## config.mk

```make
export PLATFORM = sky130hd
export DESIGN_NAME = io_uart
export DESIGN_NICKNAME = d
export VERILOG_FILES = /design/src/rtl/io_uart_pkg.sv /design/src/rtl/io_uart_fifo.sv /design/src/rtl/io_uart.sv
export SDC_FILE = /design/constraint.sdc
export NUM_CORES = 1
export LEC_CHECK = 0
export ABC_AREA = 1
export CAP_MARGIN = 20
export CORE_MARGIN = 10
export CORE_UTILIZATION = 38
export DETAILED_ROUTE_END_ITERATION = 7
export HOLD_SLACK_MARGIN = 0.12
export RECOVER_POWER = 100
export SKIP_CTS_REPAIR_TIMING = 1
export SYNTH_ARGS = -nofsm -noshare
export SYNTH_HDL_FRONTEND = slang
export SYNTH_SLANG_ARGS = --single-unit
```

## constraint.sdc

```tcl
create_clock -name Ph0 -period 2.3 [get_ports Ph0]
set_input_delay 0.23 -clock Ph0 [delete_from_list [all_inputs] [get_ports Ph0]]
set_output_delay 0.23 -clock Ph0 [all_outputs]
set_load 0.02 [all_outputs]
```

## src/rtl/io_uart_pkg.sv

```systemverilog
// Shared definitions for the io_uart serial I/O unit: register offsets, STATUS bit positions
// and FSM state types. Optional 8E1 framing is enabled by defining IO_UART_PARITY_EN.
package io_uart_pkg;

  localparam logic OFS_DATA   = 1'b0;
  localparam logic OFS_STATUS = 1'b1;

  localparam int unsigned ST_RX_AVAIL = 0;
  localparam int unsigned ST_TX_SPACE = 1;
  localparam int unsigned ST_TX_BUSY  = 2;
  localparam int unsigned ST_RX_OVR   = 3;
  localparam int unsigned ST_FRM_ERR  = 4;
  localparam int unsigned ST_PAR_ERR  = 5;
  localparam int unsigned ST_TX_OVF   = 6;

  typedef enum logic [2:0] {
    TxIdle,
    TxStart,
    TxData,
`ifdef IO_UART_PARITY_EN
    TxParity,
`endif
    TxStop
  } tx_state_e;

  typedef enum logic [2:0] {
    RxIdle,
    RxStart,
    RxData,
`ifdef IO_UART_PARITY_EN
    RxParity,
`endif
    RxStop
  } rx_state_e;

endpackage

```

## src/rtl/io_uart_fifo.sv

```systemverilog
// Byte FIFO with an extra pointer bit to tell full from empty. A push on a full FIFO is
// accepted only when a pop happens in the same cycle. Used by io_uart (IO_UART_PARITY_EN-agnostic).
module io_uart_fifo #(
  parameter int unsigned FIFO_DEPTH = 4
) (
  input  logic       clk_i,
  input  logic       reset_i,
  input  logic       push_i,
  input  logic [7:0] wdata_i,
  input  logic       pop_i,
  output logic       full_o,
  output logic       empty_o,
  output logic [7:0] head_o
);

  localparam int unsigned AW = $clog2(FIFO_DEPTH);
  localparam logic [AW:0] PtrOne = 1;

  logic [7:0]  mem_q [FIFO_DEPTH];
  logic [AW:0] wptr_q, rptr_q;
  logic        do_push, do_pop;

  assign empty_o = (wptr_q == rptr_q);
  assign full_o  = (wptr_q[AW] != rptr_q[AW]) && (wptr_q[AW-1:0] == rptr_q[AW-1:0]);
  assign do_pop  = pop_i & ~empty_o;
  assign do_push = push_i & (~full_o | do_pop);
  assign head_o  = mem_q[rptr_q[AW-1:0]];

  always_ff @(posedge clk_i) begin
    if (reset_i) begin
      wptr_q <= '0;
      rptr_q <= '0;
    end else begin
      if (do_push) wptr_q <= wptr_q + PtrOne;
      if (do_pop)  rptr_q <= rptr_q + PtrOne;
    end
  end

  always_ff @(posedge clk_i) begin
    if (do_push) mem_q[wptr_q[AW-1:0]] <= wdata_i;
  end

endmodule

```

## src/rtl/io_uart.sv

```systemverilog
// Memory-mapped UART on the TinyComp I/O bus: DATA/STATUS registers, TX and RX FSMs with baud
// counters, and two byte FIFOs. Define IO_UART_PARITY_EN for 8E1 frames (default 8N1).
module io_uart
  import io_uart_pkg::*;
#(
  parameter int unsigned CLKS_PER_BIT = 868,
  parameter int unsigned FIFO_DEPTH   = 4,
  parameter logic [31:0] BASE_ADDR    = 32'h0000_0010
) (
  input  logic        Ph0,
  input  logic        Reset,
  input  logic [31:0] IOaddr,
  input  logic [31:0] OutData,
  input  logic        OutStrobe,
  input  logic        InStrobe,
  output logic [31:0] InData,
  output logic        InRdy,
  input  logic        RxD,
  output logic        TxD
);

  localparam int unsigned CW = $clog2(CLKS_PER_BIT);
  localparam logic [CW-1:0] BitLast  = CW'(CLKS_PER_BIT - 1);
  localparam logic [CW-1:0] HalfLast = CW'(CLKS_PER_BIT / 2 - 1);
  localparam logic [CW-1:0] CntOne   = 1;

  // Bus decode
  logic sel, ofs, tx_wr, rx_rd, st_rd;
  logic unused_outdata;

  assign sel   = (IOaddr[31:1] == BASE_ADDR[31:1]);
  assign ofs   = IOaddr[0];
  assign tx_wr = sel & OutStrobe & (ofs == OFS_DATA);
  assign rx_rd = sel & InStrobe & (ofs == OFS_DATA);
  assign st_rd = sel & InStrobe & (ofs == OFS_STATUS);
  assign unused_outdata = ^OutData[31:8];

  logic       tx_full, tx_empty, tx_pop;
  logic [7:0] tx_head;
  logic       rx_full, rx_empty, rx_push;
  logic [7:0] rx_head;

  io_uart_fifo #(.FIFO_DEPTH(FIFO_DEPTH)) u_tx_fifo (
    .clk_i   (Ph0),
    .reset_i (Reset),
    .push_i  (tx_wr),
    .wdata_i (OutData[7:0]),
    .pop_i   (tx_pop),
    .full_o  (tx_full),
    .empty_o (tx_empty),
    .head_o  (tx_head)
  );

  // TX FSM
  tx_state_e   tx_state_q, tx_state_d;
  logic [CW-1:0] tx_cnt_q, tx_cnt_d;
  logic [2:0]  tx_bit_q, tx_bit_d;
  logic [7:0]  tx_shift_q, tx_shift_d;
  logic        txd_q, txd_d;
  logic        tx_done, tx_load;
`ifdef IO_UART_PARITY_EN
  logic        tx_par_q, tx_par_d;
`endif

  assign tx_done = (tx_cnt_q == BitLast);
  assign tx_pop  = tx_load;
  assign TxD     = txd_q;

  always_comb begin
    tx_state_d = tx_state_q;
    tx_cnt_d   = tx_done ? '0 : tx_cnt_q + CntOne;
    tx_bit_d   = tx_bit_q;
    tx_shift_d = tx_shift_q;
    txd_d      = txd_q;
    tx_load    = 1'b0;
`ifdef IO_UART_PARITY_EN
    tx_par_d   = tx_par_q;
`endif
    unique case (tx_state_q)
      TxIdle: begin
        tx_cnt_d = '0;
        tx_load  = ~tx_empty;
      end
      TxStart: begin
        if (tx_done) begin
          tx_state_d = TxData;
          tx_bit_d   = '0;
          txd_d      = tx_shift_q[0];
        end
      end
      TxData: begin
        if (tx_done) begin
          if (tx_bit_q == 3'd7) begin
`ifdef IO_UART_PARITY_EN
            tx_state_d = TxParity;
            txd_d      = tx_par_q;
`else
            tx_state_d = TxStop;
            txd_d      = 1'b1;
`endif
          end else begin
            tx_bit_d   = tx_bit_q + 3'd1;
            tx_shift_d = {1'b0, tx_shift_q[7:1]};
            txd_d      = tx_shift_q[1];
          end
        end
      end
`ifdef IO_UART_PARITY_EN
      TxParity: begin
        if (tx_done) begin
          tx_state_d = TxStop;
          txd_d      = 1'b1;
        end
      end
`endif
      TxStop: begin
        if (tx_done) begin
          tx_state_d = TxIdle;
          tx_load    = ~tx_empty;
        end
      end
      default: tx_state_d = TxIdle;
    endcase
    // Loading from IDLE or straight out of STOP gives back-to-back frames
    if (tx_load) begin
      tx_state_d = TxStart;
      tx_cnt_d   = '0;
      tx_shift_d = tx_head;
      txd_d      = 1'b0;
`ifdef IO_UART_PARITY_EN
      tx_par_d   = ^tx_head;
`endif
    end
  end

  always_ff @(posedge Ph0) begin
    if (Reset) begin
      tx_state_q <= TxIdle;
      tx_cnt_q   <= '0;
      tx_bit_q   <= '0;
      tx_shift_q <= '0;
      txd_q      <= 1'b1;
    end else begin
      tx_state_q <= tx_state_d;
      tx_cnt_q   <= tx_cnt_d;
      tx_bit_q   <= tx_bit_d;
      tx_shift_q <= tx_shift_d;
      txd_q      <= txd_d;
    end
  end

`ifdef IO_UART_PARITY_EN
  always_ff @(posedge Ph0) begin
    if (Reset) tx_par_q <= 1'b0;
    else       tx_par_q <= tx_par_d;
  end
`endif

  // RX synchroniser and FSM
  logic        rx_s1_q, rx_s2_q, rx_prev_q, rx_fall;
  rx_state_e   rx_state_q, rx_state_d;
  logic [CW-1:0] rx_cnt_q, rx_cnt_d;
  logic [2:0]  rx_bit_q, rx_bit_d;
  logic [7:0]  rx_shift_q, rx_shift_d;
  logic        rx_done, frm_ev;
`ifdef IO_UART_PARITY_EN
  logic        rx_par_bad_q, rx_par_bad_d, par_ev;
`endif

  assign rx_fall = rx_prev_q & ~rx_s2_q;
  assign rx_done = (rx_cnt_q == BitLast);

  always_comb begin
    rx_state_d = rx_state_q;
    rx_cnt_d   = rx_done ? '0 : rx_cnt_q + CntOne;
    rx_bit_d   = rx_bit_q;
    rx_shift_d = rx_shift_q;
    rx_push    = 1'b0;
    frm_ev     = 1'b0;
`ifdef IO_UART_PARITY_EN
    rx_par_bad_d = rx_par_bad_q;
    par_ev       = 1'b0;
`endif
    unique case (rx_state_q)
      RxIdle: begin
        rx_cnt_d = '0;
        if (rx_fall) rx_state_d = RxStart;
      end
      RxStart: begin
        if (rx_cnt_q == HalfLast) begin
          rx_cnt_d   = '0;
          rx_bit_d   = '0;
          rx_state_d = rx_s2_q ? RxIdle : RxData;
`ifdef IO_UART_PARITY_EN
          rx_par_bad_d = 1'b0;
`endif
        end
      end
      RxData: begin
        if (rx_done) begin
          rx_shift_d = {rx_s2_q, rx_shift_q[7:1]};
          rx_bit_d   = rx_bit_q + 3'd1;
          if (rx_bit_q == 3'd7) begin
`ifdef IO_UART_PARITY_EN
            rx_state_d = RxParity;
`else
            rx_state_d = RxStop;
`endif
          end
        end
      end
`ifdef IO_UART_PARITY_EN
      RxParity: begin
        if (rx_done) begin
          rx_state_d = RxStop;
          if (rx_s2_q != ^rx_shift_q) begin
            rx_par_bad_d = 1'b1;
            par_ev       = 1'b1;
          end
        end
      end
`endif
      RxStop: begin
        if (rx_done) begin
          rx_state_d = RxIdle;
          if (!rx_s2_q) begin
            frm_ev = 1'b1;
          end else begin
`ifdef IO_UART_PARITY_EN
            rx_push = ~rx_par_bad_q;
`else
            rx_push = 1'b1;
`endif
          end
        end
      end
      default: rx_state_d = RxIdle;
    endcase
  end

  always_ff @(posedge Ph0) begin
    if (Reset) begin
      rx_s1_q    <= 1'b1;
      rx_s2_q    <= 1'b1;
      rx_prev_q  <= 1'b1;
      rx_state_q <= RxIdle;
      rx_cnt_q   <= '0;
      rx_bit_q   <= '0;
      rx_shift_q <= '0;
    end else begin
      rx_s1_q    <= RxD;
      rx_s2_q    <= rx_s1_q;
      rx_prev_q  <= rx_s2_q;
      rx_state_q <= rx_state_d;
      rx_cnt_q   <= rx_cnt_d;
      rx_bit_q   <= rx_bit_d;
      rx_shift_q <= rx_shift_d;
    end
  end

`ifdef IO_UART_PARITY_EN
  always_ff @(posedge Ph0) begin
    if (Reset) rx_par_bad_q <= 1'b0;
    else       rx_par_bad_q <= rx_par_bad_d;
  end
`endif

  io_uart_fifo #(.FIFO_DEPTH(FIFO_DEPTH)) u_rx_fifo (
    .clk_i   (Ph0),
    .reset_i (Reset),
    .push_i  (rx_push),
    .wdata_i (rx_shift_q),
    .pop_i   (rx_rd),
    .full_o  (rx_full),
    .empty_o (rx_empty),
    .head_o  (rx_head)
  );

  // Sticky error bits: a read of STATUS clears them, but a same-cycle event wins
  logic ovr_q, ovr_d, frm_q, frm_d, txovf_q, txovf_d, par_err;
  logic ovr_ev, txovf_ev;

  assign ovr_ev   = rx_push & rx_full & ~rx_rd;
  assign txovf_ev = tx_wr & tx_full & ~tx_pop;
  assign ovr_d    = (ovr_q & ~st_rd) | ovr_ev;
  assign frm_d    = (frm_q & ~st_rd) | frm_ev;
  assign txovf_d  = (txovf_q & ~st_rd) | txovf_ev;

  always_ff @(posedge Ph0) begin
    if (Reset) begin
      ovr_q   <= 1'b0;
      frm_q   <= 1'b0;
      txovf_q <= 1'b0;
    end else begin
      ovr_q   <= ovr_d;
      frm_q   <= frm_d;
      txovf_q <= txovf_d;
    end
  end

`ifdef IO_UART_PARITY_EN
  logic par_q;
  always_ff @(posedge Ph0) begin
    if (Reset) par_q <= 1'b0;
    else       par_q <= (par_q & ~st_rd) | par_ev;
  end
  assign par_err = par_q;
`else
  assign par_err = 1'b0;
`endif

  logic [31:0] status;

  always_comb begin
    status              = '0;
    status[ST_RX_AVAIL] = ~rx_empty;
    status[ST_TX_SPACE] = ~tx_full;
    status[ST_TX_BUSY]  = ~tx_empty | (tx_state_q != TxIdle);
    status[ST_RX_OVR]   = ovr_q;
    status[ST_FRM_ERR]  = frm_q;
    status[ST_PAR_ERR]  = par_err;
    status[ST_TX_OVF]   = txovf_q;
  end

  always_comb begin
    InData = '0;
    InRdy  = 1'b0;
    if (sel) begin
      if (ofs == OFS_DATA) begin
        InRdy = ~rx_empty;
        if (!rx_empty) InData = {24'b0, rx_head};
      end else begin
        InData = status;
        InRdy  = ~tx_full;
      end
    end
  end

endmodule
```

Word level (Yosys, flattened, before mapping)
Memories as Yosys holds them, arrays and structs flattened. A register that Yosys moved wholly into a read port is not among the register bits.
Cells that the tools add are included.

word-level totals
  register bits = 67
  bits of input ports = 69
  latch bits = 0
  word-level logic and storage cells = 169
  ROM bits = 0
  memories kept = 2
  memory bits (writable) = 64
  output and inout bits = 34

cells by class
  mux-type cells = 52
  multiply operators = 0
  reduce and logical (&&, ||, !) cells = 20
  div/mod/pow operators = 0
  shift operators = 0
  $add $sub $neg = 8
  magnitude comparators = 0
  eq/ne operators = 34
  bitwise gates (word level) = 33

memories
  memory           words  width  read ports  clocked after memory_dff  wr ports  line                text
  u_rx_fifo.mem_q  4      8      1           1                         1         io_uart_fifo.sv:19  logic [7:0] mem_q [FIFO_DEPTH];
  u_tx_fifo.mem_q  4      8      1           1                         1         io_uart_fifo.sv:19

operators by type and width
  kind                     count
  $mux W32                 2
  $mux W8                  5
  $mux W3                  13
  $eq A31 B4 Y1 const B    1
  $ne A2 B2 Y1 const B     12
  $pmux W3 S4              2
  $add A10 B1 Y10 const B  2
  $eq A10 B10 Y1 const B   2
  $mux W10                 2
  $pmux W10 S2             1
  $add A3 B1 Y3 const B    6
  $mux W1                  18
  $and A1 B1 Y1            17
  $reduce_and A5 Y1        3
  $eq A3 B2 Y1 const B     4
  $ne A3 B3 Y1 const B     4
  $pmux W3 S2              2
  $eq A10 B9 Y1 const B    1
  $mux W2                  5
  $not A1 Y1               10
  $reduce_and A3 Y1        3
  $reduce_bool A2 Y1       4
  $eq A3 B1 Y1 const B     2
  $eq A3 B3 Y1             2
  other kinds (12)         24

Depth between registers and ports, before layout
  word-level depth = 9
  gate-level depth with buffers = 11
  depth with buffers taken out = 11

Cells and area by module
From an unflattened synthesis, not the netlist that was laid out.

second synthesis, totals
  cells, all modules = 703
  area total of the unflattened synthesis = 6339.8 µm²

by module, submodules not included
  module        cells an instance  area an instance (µm²)  seq. area each (µm²)  instances
  io_uart_fifo  142                1644.1                  1121.1                2
  io_uart       419                3051.7                  1061.0                1

Worst setup path before layout
Ideal clock, no wire load.

  kind = register to register
  start point = register rx_cnt_q[0]
  end point = memory u_rx_fifo.mem_q[0][0], enable pin
  required time = 1929 ps
  setup time = 371 ps
  setup slack = 365 ps
  arrival time = 1564 ps
  cell stages (with the launch flop) = 10
  buffers on the path = 0
  period minus slack after synthesis = 1935 ps
  path through = dfxtp_1 > ha_1 > nand3_1 > nor3_2 > nand2_2 > inv_1 > nand3_1 > nor2_1 > nand2_1 > nor2_1

on the way
  longest elaborated chain between the ends = 6

RTL lines
  item                           line                text
  from (decl)                    io_uart.sv:162      logic [CW-1:0] rx_cnt_q, rx_cnt_d;
  from (signal assigned)         io_uart.sv:255      rx_cnt_q <= rx_cnt_d;
  $eq A10 B10 Y1                 io_uart.sv:171      assign rx_done = (rx_cnt_q == BitLast);
  $mux W1                        io_uart.sv:224      if (rx_done) begin
  $mux W1                        io_uart.sv:184      unique case (rx_state_q)
  $and A1 B1 Y1                  io_uart_fifo.sv:26  assign do_push = push_i & (~full_o | do_pop);
  $mux W1                        io_uart_fifo.sv:40  if (do_push) mem_q[wptr_q[AW-1:0]] <= wdata_i;
  $mux W1 (implied by the code)  io_uart_fifo.sv:40
  to (decl)                      io_uart_fifo.sv:19

Every way passes these cells.

==> impl_metrics.py <==
metrics = {
    "run_status": {
        "status": "finished clean",
    },
    "layout": {
        "drive_above_1_share_pct": 10.3,
        "seq_area_mm2": 0.00330,
        "n_fill_cell": 1493,
        "stdcell_count": 995,
        "fin_nets": 856,
        "final_core_util_pct": 47.3,
        "synthToLayoutAreaGrowth_pct": 22.4,
        "antennaDiodeCount": 0,
        "multi_input_area_mm2": 0.00240,
    },
    "timing": {
        "grt_setup_unrepaired": "false",
        "skew_ps": 11.1,
        "period_share_pct": 94.0,
        "hold-worst-slack_ps": 380,
        "hold_violations": 0,
        "slew_headroom_pct": 26.1,
        "setup_viol": 0,
        "slew_viol_final": 0,
        "tightest_slew_ps": 1110,
        "fmax_mhz": 462,
        "period_needed_ps": 2160,
    },
    "die": {
        "row_count": 46,
        "initial_core_util_pct": 38.7,
        "die_x_um": 147,
        "die_h_um": 147,
        "die_area_mm2": 0.0216,
        "core_area_mm2": 0.0158,
        "num_io_pins": 103,
    },
    "power": {
        "p_leak_uw": 0.00297,
        "ir_drop_uv": 565,
        "power_density_mw_per_mm2": 771,
    },
    "yosys": {
        "ys_warn_count": 0,
        "synthTopCellsByArea": "edfxtp_1 31%, dfxtp_1 23%, nor2_1 8.5%",
        "synth_edf_count": 64,
        "synth_top_cell_area_share_pct": 31.4,
        "synth-async-reset-ratio_pct": 0,
        "avgSynthCellArea_um2": 9.00,
        "yosysTopAreaCell": "edfxtp_1",
        "synth_most_common_cell": "nor2_1",
        "ys_seq_area_share_pct": 53.9,
        "synth_common_cells": "139 x nor2_1, 92 x nand2_1, 69 x dfxtp_1",
        "syn-instance-count": 680,
        "synth-seq-cells": 133,
        "synth_area_mm2": 0.00612,
        "yosys.cell_types.count": 43,
        "synth-main-ff-cell": "dfxtp_1",
    },
    "hold_path": {
        "hp-class": "in2reg",
    },
    "critical_path": {
        "crit_arrival_ps": 1930,
        "cpPeakStageDelay_ps": 390,
        "slowest_stage": "dfxtp_1",
        "crit_type": "reg2out",
        "crit_required_ps": 2070,
        "worstSetupEndpointType": "output pin",
        "worstPathMaxFanout": 8,
        "cpMostUsedCell": "buf_4",
        "start_kind": "register",
        "path_cells": "buf_4 -> o21ai_0 -> o22ai_1 -> nand2_1 -> a21oi_1 -> buf_4 -> clkbuf_1",
    },
    "global_routing": {
        "grt_pass1_vias": 4625,
        "grt_max_degree": 22,
        "grt_pass1_wl_um": 22200,
        "antenna_found_initial": 0,
        "track_usage_pct": 12.6,
        "overflow": 0,
    },
    "cts": {
        "clk_latency_ps": 420,
        "cts_tree": "built",
        "clkSlewWorstSetupHoldPaths_ps": 60,
        "clkSinkCount": 133,
        "clock_path_buffers": 2,
        "htree_levels": 4,
        "cts-root-buf": "clkbuf_16",
        "numCtsBuffers": 17,
    },
    "drt": {
        "wl_per_cell_um": 13.7,
        "dr.pass1.iters": 6,
        "drc": 0,
        "drt_iter0_markers": 278,
        "routed_via_density": 4.76,
        "via_count": 4732,
        "routed_wl_um": 13600,
        "drtAntennaViolNets": 0,
    },
    "place": {
        "io_buffers": 54,
        "dp_cells": 963,
        "dp_hpwl_um": 9900,
        "gp_congestion": 0.749,
    },
    "job": {
        "maxCapViolCount": 0,
    },
}
==> flip-flops by register name, summed over array words and instances, names as in the netlist, named ones only <==
| signal | count |
|---|---|
| TxD | 1 |
| frm_q | 1 |
| ovr_q | 1 |
| rx_bit_q | 3 |
| rx_cnt_q | 10 |
| rx_prev_q | 1 |
| rx_s1_q | 1 |
| rx_s2_q | 1 |
| rx_shift_q | 8 |
| rx_state_q | 2 |
| tx_bit_q | 3 |
| tx_cnt_q | 10 |
| tx_shift_q | 8 |
| tx_state_q | 2 |
| txovf_q | 1 |
| u_rx_fifo.mem_q | 32 |
| u_rx_fifo.rptr_q | 3 |
| u_rx_fifo.wptr_q | 3 |
| u_tx_fifo.mem_q | 32 |
| u_tx_fifo.rptr_q | 3 |
| u_tx_fifo.wptr_q | 3 |
==> per-layer routing <==
| metal | up-vias | track usage, % | part of all wire (%) |
|---|---|---|---|
| li1 | 2394 | - | - |
| met1 | 2208 | 15.2 | 45 |
| met2 | 115 | 20.7 | 48 |
| met3 | 15 | 4.21 | 5.9 |
| met4 | 0 | 4.01 | 1.1 |
| met5 | - | 0 | 0 |
==> per-stage QoR <==
step | setup slack, ps | area (um^2) | TNS (ps) | power [uW]
floorplan | 365 | 6210 | 0 | 2960
global placement | -155 | 6980 | -1280 | 3080
detailed placement | -199 | 6980 | -1800 | 3100
CTS | -306 | 7590 | -2020 | 5840
global route | 34.7 | 7490 | 0 | 6000
finish | 137 | 7490 | 0 | 5780
==> path summary, 6_finish.rpt <==
path | start | to | slack [ps] | cells after the start
hold / removal | RxD | rx_s1_q | 380 | 2
hold reg to reg | rx_s1_q | rx_s2_q | 410 | 1
setup reg to reg | tx_state_q[0] | u_tx_fifo.mem_q[1][4] | 240 | 8
setup / recovery | register | InData[3] | 140 | 7
==> critical path: cells and delay by family, from the launching register on <==
| family | cells | cell delay, ps |
|---|---|---|
| buf+inv | 3 | 560 |
| flops | 1 | 390 |
| simple gates | 1 | 90 |
| compound gates | 3 | 470 |
==> cells by family after synthesis <==
| group | after synthesis | synth area share (%) |
|---|---|---|
| compound gates | 105 | 9.36 |
| xor+xnor | 16 | 2.41 |
| fa+ha+maj | 21 | 4.29 |
| buf+inv | 97 | 7.70 |
| flops | 133 | 53.9 |
| other cells | 1 | 0.0612 |
| simple gates | 307 | 22.2 |
==> cell type report <==
class,count,area share (%)
Sequential cell,133,44.1
Multi-Input combinational cell,473,32.0
Timing Repair Buffer,83,9.28
Clock buffer,17,5.68
Tap cell,216,3.61
Inverter,58,2.91
Clock inverter,15,2.39
==> power breakdown <==
part,switching (uW),internal (uW),total (uW),leakage (uW)
logic,311,180,490,0.00146
registers,37.0,2510,2540,0.00122
clock network,1030,1710,2740,0.000288
total,1380,4400,5780,0.00297
==> cells in the final DEF (no fill, tap or decap), types with 2 or more instances in the layout <==
| cell | count |
|---|---|
| a211oi_1 | 3 |
| a21oi_1 | 31 |
| a31oi_1 | 2 |
| buf_4 | 21 |
| bufinv_16 | 3 |
| clkbuf_1 | 10 |
| clkbuf_16 | 17 |
| clkbuf_2 | 3 |
| clkbuf_4 | 3 |
| clkdlybuf4s50_1 | 35 |
| clkinv_1 | 3 |
| clkinv_2 | 2 |
| clkinv_4 | 3 |
| clkinvlp_4 | 3 |
| conb_1 | 24 |
| dfxtp_1 | 68 |
| dlygate4sd3_1 | 10 |
| edfxtp_1 | 64 |
| ha_1 | 21 |
| inv_1 | 51 |
| inv_2 | 5 |
| inv_6 | 3 |
| nand2_1 | 95 |
| nand3_1 | 35 |
| nand4_1 | 11 |
| nor2_1 | 141 |
| nor2_2 | 2 |
| nor2_4 | 2 |
| nor3_1 | 5 |
| nor3_2 | 2 |
| nor3b_1 | 3 |
| o211ai_1 | 6 |
| o21ai_0 | 51 |
| o22ai_1 | 8 |
| or2_2 | 3 |
| xnor2_1 | 6 |
| xor2_1 | 9 |
Note: power is estimated with default switching activity, not from simulation.
